[src/rtl/ifetch_pkg.sv]
// ifetch_pkg: shared constants, prefetch-queue entry type and count-width helper.
package ifetch_pkg;
    localparam int INST_BYTES = 4;
    localparam int IF_XLEN    = 32;
    localparam int IF_ILEN    = 32;

    typedef struct packed {
        logic               fault;
        logic [IF_XLEN-1:0] pc;
        logic [IF_ILEN-1:0] inst;
    } fetch_entry_t;

    function automatic int cnt_width(input int depth);
        return $clog2(depth + 1);
    endfunction
endpackage

[src/rtl/ifetch_queue_fifo.sv]
// fetch_fifo: synchronous DEPTH-entry FIFO of fetch entries with flush; empty head reads as zero.
module fetch_fifo
    import ifetch_pkg::*;
#(
    parameter int DEPTH = 4
) (
    input  logic                        clk,
    input  logic                        rst,
    input  logic                        flush_i,
    input  logic                        push_i,
    input  fetch_entry_t                push_data_i,
    input  logic                        pop_i,
    output fetch_entry_t                pop_data_o,
    output logic                        full_o,
    output logic                        empty_o,
    output logic [cnt_width(DEPTH)-1:0] count_o
);
    localparam int CW = cnt_width(DEPTH);
    localparam int AW = $clog2(DEPTH);

    fetch_entry_t  mem_q [DEPTH];
    logic [AW-1:0] rd_q, rd_d, wr_q, wr_d;
    logic [CW-1:0] cnt_q, cnt_d;
    logic          do_push, do_pop;

    assign full_o     = cnt_q == CW'(DEPTH);
    assign empty_o    = cnt_q == '0;
    assign count_o    = cnt_q;
    assign do_push    = push_i && !full_o && !flush_i;
    assign do_pop     = pop_i && !empty_o && !flush_i;
    assign pop_data_o = empty_o ? '0 : mem_q[rd_q];

    always_comb begin
        rd_d  = flush_i ? '0 : rd_q + AW'(do_pop);
        wr_d  = flush_i ? '0 : wr_q + AW'(do_push);
        cnt_d = flush_i ? '0 : cnt_q + CW'(do_push) - CW'(do_pop);
    end

    always_ff @(posedge clk or negedge rst) begin
        if (!rst) begin
            rd_q  <= '0;
            wr_q  <= '0;
            cnt_q <= '0;
        end else begin
            rd_q  <= rd_d;
            wr_q  <= wr_d;
            cnt_q <= cnt_d;
        end
    end

    // Storage needs no reset: the empty head is masked to zero.
    always_ff @(posedge clk) begin
        if (do_push) mem_q[wr_q] <= push_data_i;
    end
endmodule

[src/rtl/ifetch_queue.sv]
// ifetch_queue: instruction fetch with credit-bounded requests, redirect/discard and a prefetch queue.
// IFETCH_ALIGN_CHECK_EN enables the misaligned-redirect halt and fault entry.
module ifetch_queue
    import ifetch_pkg::*;
#(
    parameter int              XLEN     = IF_XLEN,
    parameter int              ILEN     = IF_ILEN,
    parameter int              DEPTH    = 4,
    parameter logic [XLEN-1:0] RESET_PC = '0
) (
    input  logic            clk,
    input  logic            rst,
    input  logic            redirect_valid_i,
    input  logic [XLEN-1:0] redirect_addr_i,
    output logic            imem_req_valid_o,
    input  logic            imem_req_ready_i,
    output logic [XLEN-1:0] imem_req_addr_o,
    input  logic            imem_rsp_valid_i,
    input  logic [ILEN-1:0] imem_rsp_data_i,
    output logic            out_valid_o,
    input  logic            out_ready_i,
    output logic [ILEN-1:0] out_inst_o,
    output logic [XLEN-1:0] out_pc_o,
    output logic            out_fault_o
);
    localparam int              CW    = cnt_width(DEPTH);
    localparam logic [CW:0]     LIMIT = (CW+1)'(DEPTH);
    localparam logic [XLEN-1:0] STEP  = XLEN'(INST_BYTES);

    logic [XLEN-1:0] fetch_pc_q, fetch_pc_d, rsp_pc_q, rsp_pc_d, redir_pc;
    logic [CW-1:0]   inflight_q, inflight_d, discard_q, discard_d, occ;
    logic            halted_q, fault_push, req_fire, rsp_keep, q_empty, q_full;
    fetch_entry_t    push_data, head;

`ifdef IFETCH_ALIGN_CHECK_EN
    logic halted_d, fault_pend_q, fault_pend_d, redir_bad;
    logic unused_full;
    assign unused_full = q_full;
    assign redir_pc    = redirect_addr_i;
    assign redir_bad   = redirect_addr_i[1:0] != 2'b00;
    // All in-flight fetches are being discarded while halted, so the fault entry waits for them.
    assign fault_push  = fault_pend_q && discard_q == '0 && !redirect_valid_i;
    assign out_fault_o = head.fault;

    always_comb begin
        halted_d     = redirect_valid_i ? redir_bad : halted_q;
        fault_pend_d = redirect_valid_i ? redir_bad : fault_pend_q && !fault_push;
    end

    always_ff @(posedge clk or negedge rst) begin
        if (!rst) begin
            halted_q     <= 1'b0;
            fault_pend_q <= 1'b0;
        end else begin
            halted_q     <= halted_d;
            fault_pend_q <= fault_pend_d;
        end
    end
`else
    logic unused_bits;
    assign unused_bits = ^{head.fault, redirect_addr_i[1:0], q_full};
    assign redir_pc    = {redirect_addr_i[XLEN-1:2], 2'b00};
    assign halted_q    = 1'b0;
    assign fault_push  = 1'b0;
    assign out_fault_o = 1'b0;
`endif

    assign imem_req_addr_o  = fetch_pc_q;
    assign imem_req_valid_o = !redirect_valid_i && !halted_q && ({1'b0, occ} + {1'b0, inflight_q} < LIMIT);
    assign req_fire         = imem_req_valid_o && imem_req_ready_i;
    assign rsp_keep         = imem_rsp_valid_i && discard_q == '0 && !redirect_valid_i;
    assign out_valid_o      = !q_empty;
    assign out_inst_o       = head.inst;
    assign out_pc_o         = head.pc;

    always_comb begin
        fetch_pc_d     = redirect_valid_i ? redir_pc : fetch_pc_q + (req_fire ? STEP : '0);
        rsp_pc_d       = redirect_valid_i ? redir_pc : rsp_pc_q + (rsp_keep ? STEP : '0);
        inflight_d     = inflight_q + CW'(req_fire) - CW'(imem_rsp_valid_i);
        discard_d      = redirect_valid_i ? inflight_q - CW'(imem_rsp_valid_i)
                                          : discard_q - CW'(imem_rsp_valid_i && discard_q != '0);
        push_data.fault = fault_push;
        push_data.pc    = fault_push ? fetch_pc_q : rsp_pc_q;
        push_data.inst  = fault_push ? '0 : imem_rsp_data_i;
    end

    always_ff @(posedge clk or negedge rst) begin
        if (!rst) begin
            fetch_pc_q <= RESET_PC;
            rsp_pc_q   <= RESET_PC;
            inflight_q <= '0;
            discard_q  <= '0;
        end else begin
            fetch_pc_q <= fetch_pc_d;
            rsp_pc_q   <= rsp_pc_d;
            inflight_q <= inflight_d;
            discard_q  <= discard_d;
        end
    end

    fetch_fifo #(.DEPTH(DEPTH)) u_fifo (
        .clk         (clk),
        .rst         (rst),
        .flush_i     (redirect_valid_i),
        .push_i      (rsp_keep || fault_push),
        .push_data_i (push_data),
        .pop_i       (out_ready_i),
        .pop_data_o  (head),
        .full_o      (q_full),
        .empty_o     (q_empty),
        .count_o     (occ)
    );
endmodule

[config.mk]
export PLATFORM = sky130hd
export DESIGN_NAME = ifetch_queue
export DESIGN_NICKNAME = d
export VERILOG_FILES = /design/src/rtl/ifetch_pkg.sv /design/src/rtl/ifetch_queue_fifo.sv /design/src/rtl/ifetch_queue.sv
export SDC_FILE = /design/constraint.sdc
export NUM_CORES = 1
export LEC_CHECK = 0
export BUFFER_PORTS_ARGS = -buffer_cell sky130_fd_sc_hd__buf_2
export CAP_MARGIN = 40
export CORE_ASPECT_RATIO = 1.1
export CORE_UTILIZATION = 58
export DETAILED_ROUTE_END_ITERATION = 12
export HOLD_SLACK_MARGIN = 0.02
export PLACE_DENSITY = 0.79
export SYNTH_ARGS = -nofsm -noshare
export SYNTH_HDL_FRONTEND = slang
export SYNTH_HIERARCHICAL = 1
export SYNTH_SLANG_ARGS = --single-unit
[constraint.sdc]
create_clock -name clk -period 10.07 [get_ports clk]
set_clock_uncertainty 0.1 [all_clocks]
set_input_delay 1.007 -clock clk [delete_from_list [all_inputs] [get_ports clk]]
set_output_delay 1.007 -clock clk [all_outputs]
set_load 0.01 [all_outputs]
### Word-level counts from Yosys, hierarchy flattened

Memory sizes are Yosys's and may differ from the RTL's.
Index checks and enable logic that the tools add are counted.

| word-level totals | value |
|---|---|
| memory bits (writable) | 256 |
| output and inout bits | 99 |
| flip-flop bits (word level) | 77 |
| memories kept | 1 |
| word-level logic and storage cells | 47 |

| cells by class | value |
|---|---|
| equal/unequal tests | 1 |
| reduce and logical (&&, ||, !) cells | 15 |
| muxes and demuxes | 11 |
| add/sub/neg operators | 11 |
| order comparisons | 1 |

Memory list:

| name | words | width | rd ports | clocked after Yosys merged registers in | write ports | line | RTL |
|---|---|---|---|---|---|---|---|
| u_fifo.mem_q | 4 | 64 | 1 | 0 | 1 | ifetch_queue_fifo.sv:21 | `fetch_entry_t mem_q [DEPTH];` |

Operator list:

| cell | count |
|---|---|
| 32-bit by 3-bit adder with 32-bit output | 2 |
| 32-bit 2-to-1 mux | 2 |
| 64-bit 2-to-1 mux | 1 |
| 3-bit 2-to-1 mux | 4 |
| 3-bit by 1-bit subtractor with 3-bit output | 4 |
| 1-bit logical AND | 9 |
| 3-bit by 1-bit adder with 3-bit output | 2 |
| 3-bit logical NOT | 2 |
| 2-bit by 1-bit adder with 2-bit output | 2 |
| 3-bit by 3-bit adder with 4-bit output | 1 |
| 4-bit by 3-bit less-than comparator with 1-bit output, second input constant | 1 |
| 2-bit 2-to-1 mux | 2 |
| 3-bit == test, second input constant | 1 |
| 1-bit logical NOT | 3 |
| 3-bit nonzero test | 1 |
| 1-bit 2-to-1 mux | 2 |

### Depth between registers and ports, before layout

Gate-level depths: netlist of the first run.

| depth | value |
|---|---|
| word-level depth | 8 |
| mapped depth | 12 |
| mapped depth without buffers | 11 |

### Modules after synthesis

Netlist of the first run, hierarchy kept.

By module, submodules not included:

| module | sequential area each (µm²) | area an instance (µm²) | cells an instance | times used |
|---|---|---|---|---|
| fetch_fifo | 7982.7 | 10267.3 | 447 | 1 |
| ifetch_queue | 1651.6 | 3900.0 | 418 | 1 |

### Worst setup path after synthesis of the first run

OpenSTA, ideal clock, no wires.

| timing | value |
|---|---|
| path type | input-to-reg |
| from | input port redirect_valid_i |
| to | memory u_fifo/mem_q[1][0] in the netlist's numbering, enable pin |
| setup time | 671 ps |
| setup slack | 857 ps |
| arrival time | 8442 ps |
| stages | 5 |
| cell sequence | inv_2 -> clkbuf_1 -> and3_1 -> nand2b_1 -> nor4b_1 |

| between the ends | value |
|---|---|
| longest elaborated chain between the ends | 6 |

Ends and longest elaborated chain:

| item | line | RTL |
|---|---|---|
| start, declared | ifetch_queue.sv:13 | `input logic redirect_valid_i,` |
| 1-bit logical NOT | ifetch_queue.sv:71 | `assign rsp_keep = imem_rsp_valid_i && discard_q == '0 && !redirect_valid_i;` |
| 1-bit logical AND | ifetch_queue.sv:71 |  |
| named net rsp_keep | ifetch_queue.sv:32 | `logic halted_q, fault_push, req_fire, rsp_keep, q_empty, q_full;` |
| 1-bit logical AND (2 in a row) | ifetch_queue_fifo.sv:29 | `assign do_push = push_i && !full_o && !flush_i;` |
| 1-bit 2-to-1 mux | ifetch_queue_fifo.sv:53 | `if (do_push) mem_q[wr_q] <= push_data_i;` |
| 1-bit 2-to-1 mux (not written as such) | ifetch_queue_fifo.sv:53 |  |
| end, declared | ifetch_queue_fifo.sv:21 |  |

The timed path passes the listed nets, and every way through them passes these cells.

### Final worst setup path of the first run

| timing | value |
|---|---|
| from | input port redirect_valid_i |
| to | register fetch_pc_q[26] (netlist: imem_req_addr_o[26]) |

| between the ends | value |
|---|---|
| longest elaborated chain between the ends | 6 |

Ends and longest elaborated chain:

| item | line | RTL |
|---|---|---|
| 1-bit logical NOT | ifetch_queue.sv:69 | `assign imem_req_valid_o = !redirect_valid_i && !halted_q && ({1'b0, occ} + {1'b0, inflight_q} < LIMIT);` |
| 1-bit logical AND | ifetch_queue.sv:69 |  |
| 1-bit logical AND | ifetch_queue.sv:70 | `assign req_fire = imem_req_valid_o && imem_req_ready_i;` |
| 3-bit 2-to-1 mux | ifetch_queue.sv:77 | `fetch_pc_d = redirect_valid_i ? redir_pc : fetch_pc_q + (req_fire ? STEP : '0);` |
| 32-bit by 3-bit adder with 32-bit output | ifetch_queue.sv:77 |  |
| 32-bit 2-to-1 mux * | ifetch_queue.sv:77 |  |
| named net fetch_pc_d[26] | ifetch_queue.sv:30 | `logic [XLEN-1:0] fetch_pc_q, fetch_pc_d, rsp_pc_q, rsp_pc_d, redir_pc;` |
| end signal, assigned | ifetch_queue.sv:94 | `fetch_pc_q <= fetch_pc_d;` |
| end, declared | ifetch_queue.sv:30 |  |

The timed path passes the listed nets; every way through them passes the cells marked *.

==> impl_metrics.csv, run 1 <==
group,metric,value,unit
outcome,outcome,"finished clean",
timing,tightest_slew,0.836,ns
synthesis,synth_area,14000,µm²
pwr,leakage,5.93,nW
global_routing,overflow,0,
place,numPortBuffers,163,
final_layout,final_layout_size_suffix_gt1_share,30.0,%
die,die_h,165,µm
drt,first_pass_iters,5,
place,post-place-ws,5.46,ns
timing,setup_viol_count_final,0,
clock_network,clock_latency,0.55,ns
clock_network,clk_path_buf_depth,3,
timing,rsz0062_at_grt,"false",
die,dieArea,24800,µm²
final_layout,fin_nets,1127,
drt,drc,0,
synthesis,syn_avg_cell_area,16.3,µm²
die,core_area,23700,µm²
critical_path,crit_path_max_fanout,58,
drt,top_layer_used,"met4",
min_path,hold_class,"in -> async",
critical_path,cp-end-kind,"flop",
timing,fin_crit_sh,40.8,%
pwr,peakVddDrop,0.000117,V
run,maxCapViolations,0,
synthesis,yosysWarnings,6,
drt,wl_met2,14000,µm
global_routing,grt_max_degree,66,
die,die_width,150,µm
clock_network,clock_sinks,329,
die,initial_core_util,59.2,%
final_layout,antenna_cells,0,
drt,finalWirelength,27700,µm
timing,setup_slack,5.96,ns
drt,drt_iter0_markers,572,
critical_path,cp.required,10.44,ns
clock_network,htreeDepth,1,
drt,num_vias,8148,
drt,post_drt_wl_per_cell,20.2,µm
critical_path,arrival,4.48,ns
place,gp_congestion,0.898,
pwr,power_density,208,nW/µm²
global_routing,track_usage,23.0,%
clock_network,ctsResizeCount,0,
drt,drtAntennaViolNets,0,
final_layout,area_growth,16.3,%
clock_network,cts_made_buffers,31,
clock_network,cts_hold_buf,0,
global_routing,grt_pass1_vias,8262,
timing,fin_tns_setup,0,ns
drt,wl_met3,1960,µm
timing,fin_crit,4.11,ns
clock_network,clk_root_buffer_cell,"clkbuf_16",
clock_network,post_cts.repair.setup_buffers,0,
global_routing,antenna_found_initial,0,
timing,hold_viol_final,0,
timing,maxSlewHeadroom,43.5,%
clock_network,path_clk_slew,0.06,ns
die,num_rows,59,
critical_path,rr_worst_depth,10,
die,io_pins,169,
final_layout,nFillCells,1567,
synthesis,synth_cells,859,
critical_path,worst-setup-path-type,"in -> reg",
drt,viasPerCell,5.95,
critical_path,cp-start-kind,"primary input",
timing,max_freq,243,MHz
place,dp_hpwl,17500,µm
timing,slew_violations,0,
global_routing,grt_first_pass_wirelength,43200,µm
clock_network,cts_tree,"yes",
drt,wl_met1,11300,µm
-- registers in the layout, summed over array words and instances, names as in the netlist --
signal and count:
u_fifo/rd_q 2, rsp_pc_q 30, discard_q 3, u_fifo/mem_q 256, u_fifo/count_o 3, imem_req_addr_o 30
u_fifo/wr_q 2, inflight_q 3
-- cell type report --
class	count	area [µm²]	area share [%]
timing repair buffer	180	1060	6.51
clock buffer	37	828	5.08
inverter	22	82.6	0.506
sequential	329	9520	58.4
clock inverter	21	215	1.32
multi-input combinational	475	4220	25.9
tap	305	382	2.34
-- path summary, 6_finish.rpt --
check | start | endpoint | slack [ns]
min | rst | imem_req_addr_o[25]$_DFF_PN0_ | 0.27
max | redirect_valid_i | imem_req_addr_o[26]$_DFF_PN0_ | 5.96
max in group asynchronous | rst | u_fifo/rd_q[0]$_DFF_PN0_ | 9.03
max reg2reg | u_fifo/count_o[1]$_DFF_PN0_ | imem_req_addr_o[26]$_DFF_PN0_ | 6.26
min reg2reg | inflight_q[0]$_DFF_PN0_ | inflight_q[0]$_DFF_PN0_ | 0.45
min in group clk | inflight_q[0]$_DFF_PN0_ | inflight_q[0]$_DFF_PN0_ | 0.45
-- cells in the final DEF (no fill, tap or decap), types with 11 or more instances in the layout --
| cell type | instances |
|---|---|
| a31oi_1 | 20 |
| mux2_2 | 11 |
| nor2b_1 | 12 |
| and3_1 | 14 |
| and4_1 | 13 |
| xnor2_1 | 18 |
| conb_1 | 11 |
| or4_1 | 12 |
| ha_1 | 16 |
| clkbuf_16 | 31 |
| nand3_1 | 18 |
| a311oi_1 | 11 |
| and2_1 | 67 |
| nand4_1 | 17 |
| nand2_1 | 23 |
| inv_1 | 21 |
| o31ai_1 | 13 |
| nor3_1 | 18 |
| o21ai_0 | 15 |
| mux4_2 | 64 |
| dfrtp_1 | 71 |
| buf_2 | 163 |
| nor2_1 | 34 |
| edfxtp_1 | 256 |
-- worst max-delay path: stages --
cell and delay (ns):
buf_2 0.10, buf_4 0.31, or4_1 0.57, a31oi_1 0.20, nand2_1 0.12, inv_1 0.09
ha_1 0.20, and4_1 0.41, nand4_1 0.60, or4_1 0.68, a31oi_1 0.18
-- stage by stage --
stage / total power, mW / hold slack [ns] / cell area [µm²] / std cells / utilization [%]
final: 3.40 / 0.267 / 16300 / 1369 / 68.8
after global placement: 2.24 / 0.432 / 15100 / 1304 / 63.7
after floorplan: 2.02 / 0.382 / 14100 / 869 / -
after CTS: 3.44 / 0.246 / 16300 / 1369 / 68.8
after global routing: 3.56 / 0.255 / 16300 / 1369 / 68.8
after detailed placement: 2.26 / 0.447 / 15300 / 1311 / 64.4
-- per-layer routing --
| metal | vias to the layer above | track usage (%) |
|---|---|---|
| li1 | 3728 | - |
| met1 | 4088 | 30.1 |
| met2 | 296 | 40.3 |
| met3 | 36 | 3.27 |
| met4 | 0 | 6.29 |
| met5 | - | 0 |
-- where the power goes --
group          switching [mW]  internal [mW]  total (mW)
clock                   0.484          0.689        1.17
combinational           0.335          0.288       0.623
sequential             0.0749           1.53        1.60
total                   0.894           2.51        3.40
No activity file was read; power rests on OpenSTA's default activity.
==> inputs of run 2 (changes only) <==
Settings changed: CORE_UTILIZATION 58 to 53, PLACE_DENSITY 0.79 to 0.77.
Clock period 10.07 ns to 3.7 ns, I/O delays scaled along.
==> impl_metrics.csv, run 2 (synthesized netlist as in run 1, its figures left out) <==
group,metric,value,unit
final_layout,antenna_cells,0,
drt,viasPerCell,5.62,
critical_path,crit_chain,"ha_1 -> or4_1 -> a31oi_1 -> nand2_1 -> inv_1 -> ha_1 -> and4_1 -> nand4_1 -> or4_1 -> a31oi_1",
clock_network,path_clk_slew,0.06,ns
timing,fin_tns_setup,0,ns
timing,slew_violations,0,
critical_path,cpMaxStageDelayCell,"or4_1",
die,core_area,26100,µm²
global_routing,grt_max_degree,65,
critical_path,arrival,3.63,ns
global_routing,grt_pass1_vias,8340,
clock_network,clk_root_buffer_cell,"clkbuf_16",
final_layout,final_common_cell,"edfxtp_1",
clock_network,clock_sinks,329,
clock_network,cts_tree,"yes",
clock_network,htreeDepth,2,
global_routing,met3_usage,3.53,%
clock_network,clk_path_buf_depth,3,
timing,setup_viol_count_final,0,
die,dieArea,27100,µm²
final_layout,fin_nets,1176,
final_layout,final_layout_size_suffix_gt1_share,29.5,%
min_path,hold_class,"in -> reg",
timing,fin_crit_sh,89.1,%
global_routing,overflow,0,
critical_path,cp-start-kind,"flop",
clock_network,post_cts.repair.setup_buffers,0,
timing,tightest_slew,0.913,ns
timing,setup_slack,0.403,ns
pwr,peakVddDrop,0.000327,V
final_layout,layout_common_cells,"edfxtp_1 (256), buf_2 (163), dfrtp_1 (71)",
drt,post_drt_wl_per_cell,19.1,µm
place,dp_hpwl,17500,µm
die,initial_core_util,53.8,%
final_layout,largest_register,"u_fifo/mem_q",
timing,max_freq,303,MHz
run,maxCapViolations,0,
critical_path,cpPeakStageDelay,0.54,ns
die,num_rows,62,
final_layout,final_util,64.7,%
place,gp_congestion,0.879,
drt,finalWirelength,27900,µm
timing,fin_crit,3.30,ns
timing,rsz0062_at_grt,"false",
drt,num_vias,8223,
die,die_h,173,µm
clock_network,clock_latency,0.51,ns
critical_path,cp-end-kind,"flop",
pwr,leakage,6.15,nW
place,post-place-ws,0.411,ns
critical_path,cp.required,4.03,ns
die,die_width,157,µm
global_routing,grt_first_pass_wirelength,44700,µm
drt,first_pass_iters,5,
critical_path,worst-setup-path-type,"reg -> reg",
timing,maxSlewHeadroom,38.3,%
drt,drc,0,
die,io_pins,169,
global_routing,met1_usage,28.6,%
global_routing,busiest_layer,"met2",
timing,hold_viol_final,0,
critical_path,crit_path_max_fanout,8,
global_routing,antenna_found_initial,0,
drt,drtAntennaViolNets,0,
drt,drt_iter0_markers,629,
outcome,outcome,"finished clean",
global_routing,use_met2,36.5,%
clock_network,cts_made_buffers,34,
final_layout,area_growth,20.4,%
place,post-place-cells,1365,
pwr,power_density,565,nW/µm²
final_layout,fin_cells,1464,
pwr,power.total,9.54,mW
final_layout,largest_register_ffs,256,
global_routing,track_usage,21.4,%
place,numPortBuffers,163,
==> run 2: cell count changes in the layout (fill, tap and decap cells not counted), sizes merged <==
cell         before  now
buf             180  187
bufinv            4    3
clkbuf           37   45
clkinv           14    9
inv              24   23
dlygate4sd3       0   39
clkinvlp          1    2
==> run 2: metal layers <==
metal,part of all wire (%),vias to the layer above
met5,0,-
met4,1.9,0
met3,6.1,43
met2,51,275
met1,41,4089
li1,-,3816
==> run 2: stage by stage <==
| stage | hold slack (ns) | instance area [µm²] |
|---|---|---|
| after global routing | 0.0256 | 16900 |
| after detailed placement | 0.137 | 15300 |
| after CTS | 0.0203 | 16900 |
| after floorplan | -0.0256 | 14100 |
| after global placement | 0.435 | 15300 |
| final | 0.0383 | 16900 |
==> run 2: timing repair <==
item	4_1_cts	5_1_grt
endpoints found under the hold margin	184	0
gates resized for setup	0	0
endpoints found under the setup margin	0	0
hold buffers	39	0
==> run 2: path summary, 6_finish.rpt <==
check | from | endpoint | slack [ns] | cells after the start
worst max-delay path | inflight_q[2]$_DFF_PN0_ | imem_req_addr_o[28]$_DFF_PN0_ | 0.40 | 10
worst min-delay path | redirect_addr_i[6] | rsp_pc_q[6]$_DFF_PN0_ | 0.04 | 3
worst max register to register | inflight_q[2]$_DFF_PN0_ | imem_req_addr_o[28]$_DFF_PN0_ | 0.40 | 10
worst min register to register | inflight_q[0]$_DFF_PN0_ | inflight_q[0]$_DFF_PN0_ | 0.45 | 1
max in group asynchronous | rst | rsp_pc_q[31]$_DFF_PN0_ | 2.59 | 4
min in group asynchronous | rst | imem_req_addr_o[19]$_DFF_PN0_ | 0.15 | 2
==> run 2: area by class of cell <==
| class | instances | area [µm²] |
|---|---|---|
| multi-input cells | 475 | 4260 |
| clock inverters | 15 | 153 |
| fillers | 1882 | 9190 |
| well taps | 352 | 440 |
| repair buffers | 226 | 1420 |
| inverters | 22 | 82.6 |
| flip-flops and latches | 329 | 9520 |
| clock buffers | 45 | 995 |
==> run 2: where the power goes <==
part           internal, mW  switching [mW]  total [mW]
Clock                  2.10            1.34        3.45
Sequential             4.16           0.192        4.35
Combinational         0.812           0.930        1.74
Total                  7.08            2.46        9.54
==> run 2: critical path: cells and delay by family (launching register included) <==
family / cells / cell delay, ns
AO/OA/AOI/OAI: 2 / 0.34
adder cells (fa/ha/maj): 2 / 0.42
buffers and inverters: 1 / 0.10
flip-flops: 1 / 0.41
AND/OR/NAND/NOR: 5 / 1.86
